### config.mk
export PLATFORM = sky130hd
export DESIGN_NAME = mem_cmd_responder
export DESIGN_NICKNAME = d
export VERILOG_FILES = /design/src/rtl/mem_cmd_responder.sv
export SDC_FILE = /design/constraint.sdc
export NUM_CORES = 1
export LEC_CHECK = 0
export ABC_AREA = 1
export BUFFER_PORTS_ARGS = -buffer_cell sky130_fd_sc_hd__buf_2
export CORE_UTILIZATION = 50
export CTS_BUF_LIST = sky130_fd_sc_hd__clkbuf_16
export DETAILED_ROUTE_END_ITERATION = 7
export HOLD_SLACK_MARGIN = 0.15
export PLACE_DENSITY = 0.78
export SLEW_MARGIN = 20
export SYNTH_ARGS = -nofsm -noshare
export SYNTH_HDL_FRONTEND = slang
export SYNTH_SLANG_ARGS = --single-unit
### constraint.sdc
create_clock -name clk -period 2.65 [get_ports clk]
set_input_delay 0.53 -clock clk [delete_from_list [all_inputs] [get_ports clk]]
set_output_delay 0.53 -clock clk [all_outputs]
set_load 0.02 [all_outputs]
### src/rtl/mem_cmd_responder.sv
// Memory-side command responder: decodes bus read/write commands and moves
// a fixed-size byte block between the memory port and the byte streams.
module mem_cmd_responder #(
  parameter int         ADDRW       = 24,
  parameter logic [1:0] MY_ID       = 2'b00,
  parameter int         BLOCK_BYTES = 32
) (
  input  logic             clk,
  input  logic             rst_n,
  input  logic             cmd_valid,
  input  logic [ADDRW+7:0] cmd_data,
  output logic             cmd_ready,
  output logic             mem_req,
  output logic             mem_we,
  output logic [ADDRW-1:0] mem_addr,
  output logic [7:0]       mem_wdata,
  input  logic             mem_ready,
  input  logic             mem_rvalid,
  input  logic [7:0]       mem_rdata,
  output logic             tx_valid,
  output logic [7:0]       tx_data,
  input  logic             tx_ready,
  input  logic             rx_valid,
  input  logic [7:0]       rx_data,
  output logic             rx_ready,
  output logic [2:0]       ack_out,
  output logic             busy
);

  localparam int CW = $clog2(BLOCK_BYTES);

  typedef enum logic [2:0] {
    S_IDLE    = 3'd0,
    S_RD_REQ  = 3'd1,
    S_RD_WAIT = 3'd2,
    S_RD_SEND = 3'd3,
    S_WR_RECV = 3'd4,
    S_WR_REQ  = 3'd5,
    S_ACK     = 3'd6
  } state_t;

  state_t           state_q, state_d;
  logic [CW-1:0]    cnt_q, cnt_d;
  logic [ADDRW-1:0] base_q, base_d;
  logic [7:0]       byte_q, byte_d;

  logic [1:0]       cmd_op, cmd_src, cmd_dst, cmd_rsv;
  logic [ADDRW-1:0] cmd_addr;
  logic             is_rd, is_wr, last;
  logic [ADDRW-1:0] cur_addr;

  assign cmd_op   = cmd_data[1:0];
  assign cmd_src  = cmd_data[3:2];
  assign cmd_dst  = cmd_data[5:4];
  assign cmd_rsv  = cmd_data[7:6];
  assign cmd_addr = cmd_data[ADDRW+7:8];

  // Reserved bits must be zero for a command to be ours
  assign is_rd = (cmd_op == 2'b01) && (cmd_src == MY_ID) && (cmd_rsv == 2'b00);
  assign is_wr = (cmd_op == 2'b10) && (cmd_dst == MY_ID) && (cmd_rsv == 2'b00);

  assign last     = (cnt_q == CW'(BLOCK_BYTES - 1));
  assign cur_addr = base_q + ADDRW'(cnt_q);

  always_ff @(posedge clk) begin
    if (!rst_n) begin
      state_q <= S_IDLE;
      cnt_q   <= '0;
      base_q  <= '0;
      byte_q  <= '0;
    end else begin
      state_q <= state_d;
      cnt_q   <= cnt_d;
      base_q  <= base_d;
      byte_q  <= byte_d;
    end
  end

  always_comb begin
    state_d   = state_q;
    cnt_d     = cnt_q;
    base_d    = base_q;
    byte_d    = byte_q;
    cmd_ready = 1'b0;
    busy      = 1'b1;
    mem_req   = 1'b0;
    mem_we    = 1'b0;
    mem_addr  = '0;
    mem_wdata = '0;
    tx_valid  = 1'b0;
    tx_data   = '0;
    rx_ready  = 1'b0;
    ack_out   = '0;
    case (state_q)
      S_IDLE: begin
        cmd_ready = 1'b1;
        busy      = 1'b0;
        if (cmd_valid && is_rd) begin
          base_d  = cmd_addr;
          cnt_d   = '0;
          state_d = S_RD_REQ;
        end else if (cmd_valid && is_wr) begin
          base_d  = cmd_addr;
          cnt_d   = '0;
          state_d = S_WR_RECV;
        end
      end
      S_RD_REQ: begin
        mem_req  = 1'b1;
        mem_addr = cur_addr;
        if (mem_ready) state_d = S_RD_WAIT;
      end
      S_RD_WAIT: begin
        if (mem_rvalid) begin
          byte_d  = mem_rdata;
          state_d = S_RD_SEND;
        end
      end
      S_RD_SEND: begin
        tx_valid = 1'b1;
        tx_data  = byte_q;
        if (tx_ready) begin
          if (last) begin
            state_d = S_ACK;
          end else begin
            cnt_d   = cnt_q + CW'(1);
            state_d = S_RD_REQ;
          end
        end
      end
      S_WR_RECV: begin
        rx_ready = 1'b1;
        if (rx_valid) begin
          byte_d  = rx_data;
          state_d = S_WR_REQ;
        end
      end
      S_WR_REQ: begin
        mem_req   = 1'b1;
        mem_we    = 1'b1;
        mem_addr  = cur_addr;
        mem_wdata = byte_q;
        if (mem_ready) begin
          if (last) begin
            state_d = S_ACK;
          end else begin
            cnt_d   = cnt_q + CW'(1);
            state_d = S_WR_RECV;
          end
        end
      end
      S_ACK: begin
        ack_out = {1'b1, MY_ID};
        state_d = S_IDLE;
      end
      default: state_d = S_IDLE;
    endcase
  end

endmodule

==> results.sh <==
export IMPL_cp_data_required_time_ps=2120
export IMPL_share_comb_of_total_power_pct=40.6
export IMPL_p_clk_share_pct=24.9
export IMPL_fmax_mhz=389
export IMPL_p_int_mw=1.35
export IMPL_grt_util_met1_pct=32.4
export IMPL_start_util_pct=53.4
export IMPL_power_density_nw_per_um2=628
export IMPL_final_cell_mix="nand2_1, nor2_1, buf_2"
export IMPL_grt_busiest_layer="met2"
export IMPL_nets=641
export IMPL_num_antenna_cells=0
export IMPL_synth_warnings=0
export IMPL_vias=3330
export IMPL_drt_initial_drc_count=211
export IMPL_ys_ff_latch=40
export IMPL_final_fill_count=491
export IMPL_clk_pin_slew_ps=60
export IMPL_grt_start_max_net_pins=40
export IMPL_antenna_found_initial=0
export IMPL_grt_pass1_vias=3045
export IMPL_tightest_slew_ps=604
export IMPL_min_period_over_period_pct=97.1
export IMPL_synth_area_sq_um=2810
export IMPL_synth_area_leaders="dfxtp_1, nand2_1, nor2_1"
export IMPL_irDropWorstVdd_mv=0.471
export IMPL_setup_viol=0
export IMPL_ys_async_sr_fraction_pct=0
export IMPL_rows=26
export IMPL_hold_path_class="reg -> reg"
export IMPL_critical_path_max_fanout=3
export IMPL_end_kind="output port"
export IMPL_die_height_microns=77
export IMPL_final_core_util_pct=68.7
export IMPL_firstDrtPassIters=8
export IMPL_cts_tree="done"
export IMPL_antenna_left=0
export IMPL_slew_viol_final=0
export IMPL_period_minus_slack_ps=2570
export IMPL_syn_instance_count=478
export IMPL_io_buffers=101
export IMPL_synth_largest_area_cell="dfxtp_1"
export IMPL_grt_overflow=0
export IMPL_cts_buffer_depth=2
export IMPL_cts_sinks=40
export IMPL_leakagePower_nw=1.75
export IMPL_crit_type="reg -> out"
export IMPL_critPathArrivalTime_ps=2040
export IMPL_synth_cell_types=32
export IMPL_syn_mean_instance_area_sq_um=5.88
export IMPL_slew_headroom_pct=59.7
export IMPL_grt_pass1_wl_microns=13200
export IMPL_power_switching_mw=0.925
export IMPL_core_area_sq_um=5270
export IMPL_die_area_sq_um=5930
export IMPL_io_pins=104
export IMPL_cts_root_buf="clkbuf_16"
export IMPL_synthFlopType="dfxtp_1"
export IMPL_drc=0
export IMPL_htree_levels=2
export IMPL_area_growth_pct=28.8
export IMPL_drive_gt1_share_pct=26.8
export IMPL_synth_edf_count=0
export IMPL_vias_per_cell=5.14
export IMPL_cts_hold_buf=0
export IMPL_multiInputGateArea_sq_um=1830
export IMPL_grt_use_met2_pct=48.6
export IMPL_detail_route_wirelength_microns=8270
export IMPL_grt_use_total_pct=27.6
export IMPL_routedWlPerCell_microns=12.8
export IMPL_synth_top_cell_area_share_pct=28.5
export IMPL_worstSetupStartpointType="register"
export IMPL_die_x_microns=77
export IMPL_fin_skew_ps=3.11
export IMPL_seq_area_frac_synth_pct=28.5
export IMPL_grt_met3_usage_pct=5.36
export IMPL_cts_buffers_inserted=5
export IMPL_clk_latency_ps=280
export IMPL_hold_viol=0
export IMPL_regArea_sq_um=811
export IMPL_netSwitchingFraction_pct=40.7
export IMPL_cap_viol_max_count=0
export IMPL_hpwlAfterDp_microns=6010
export IMPL_gp_congestion=0.904
export IMPL_power_mw=2.27
export IMPL_pwr_share_seq_pct=34.4
export IMPL_status="complete, no violations"
export IMPL_layout_commonest_cell="nand2_1"
[layer usage]
metal	share of wire [%]	vias to the layer above
li1	-	1722
met1	43	1461
met2	47	124
met3	6.4	23
met4	3.0	0
met5	0	-
[kinds of logic after synthesis]
family	Yosys count	share of synthesized area (%)
fa+ha+maj	8	3.83
xor+xnor	5	1.56
simple gates	274	40.7
other cells	1	0.133
flops	40	28.5
buf+inv	66	10.1
compound gates	84	15.2
[stage by stage]
step	setup TNS (ps)	setup WS [ps]	hold WS (ps)	area, sq um	std cells
2_1_floorplan	0	163	450	2820	479
5_1_grt	-72.8	-22.5	513	3620	648
3_3_place_gp	0	110	472	3340	637
6_report	0	77.5	482	3620	648
4_1_cts	0	26.5	485	3550	647
3_5_place_dp	0	25.9	476	3340	637
[cell type report]
class	instances	area share [%]
sequential	40	22.4
tap	70	2.42
multi-input combinational	373	50.6
timing repair buffer	108	15.7
clock inverter	2	0.242
clock buffer	5	3.45
inverter	50	5.18
[synth_stat cells (2+ instances only)]
cell / number
a21oi_1: 34
buf_2: 4
buf_4: 4
buf_6: 2
clkbuf_1: 4
dfxtp_1: 40
ha_1: 7
inv_1: 44
inv_2: 6
nand2_1: 117
nand2_2: 2
nand3_1: 23
nand3_2: 3
nand4_1: 9
nor2_1: 104
nor3_1: 8
o21ai_0: 46
o21ai_1: 2
o21ai_2: 2
or2_2: 2
xnor2_1: 2
xor2_1: 3
[worst max-delay path: stages, from the launching register on]
cell	delay, ps
dfxtp_2	350
ha_4	150
inv_1	50
fa_2	340
inv_2	70
nand3_2	60
nand2_2	70
buf_4	110
nand3_1	110
nand3_1	100
nand2_1	50
nor2_1	110
buf_2	180
[flip-flops by register name, summed over array words and instances, names as in the netlist]
| name | cells |
|---|---|
| cnt_q | 5 |
| base_q | 24 |
| state_q | 3 |
| byte_q | 8 |
[power by group through the flow]
stage	clock network [mW]	registers (mW)	logic, mW
floorplan	0	0.766	0.686
global placement	0	0.779	0.853
detailed placement	0	0.784	0.882
CTS	0.575	0.775	0.901
global route	0.599	0.793	1.05
finish	0.567	0.783	0.924
[path summary, 6_finish.rpt]
check,startpoint,to,slack (ps),depth (start not counted)
setup / recovery,base_q[0]$_SDFFE_PN0P_,mem_addr[20],80,12
hold / removal,byte_q[7]$_SDFFE_PN0P_,byte_q[7]$_SDFFE_PN0P_,480,2
setup reg to reg,cnt_q[0]$_SDFFE_PN0P_,cnt_q[1]$_SDFFE_PN0P_,760,11
hold reg to reg,byte_q[7]$_SDFFE_PN0P_,byte_q[7]$_SDFFE_PN0P_,480,2
[what timing repair did]
item,in CTS,in global routing
resized for setup,15,22
buffers inserted,3,2
pin swaps,4,6
setup endpoints to repair,10,16
Note: power is estimated with default switching activity, not from simulation.
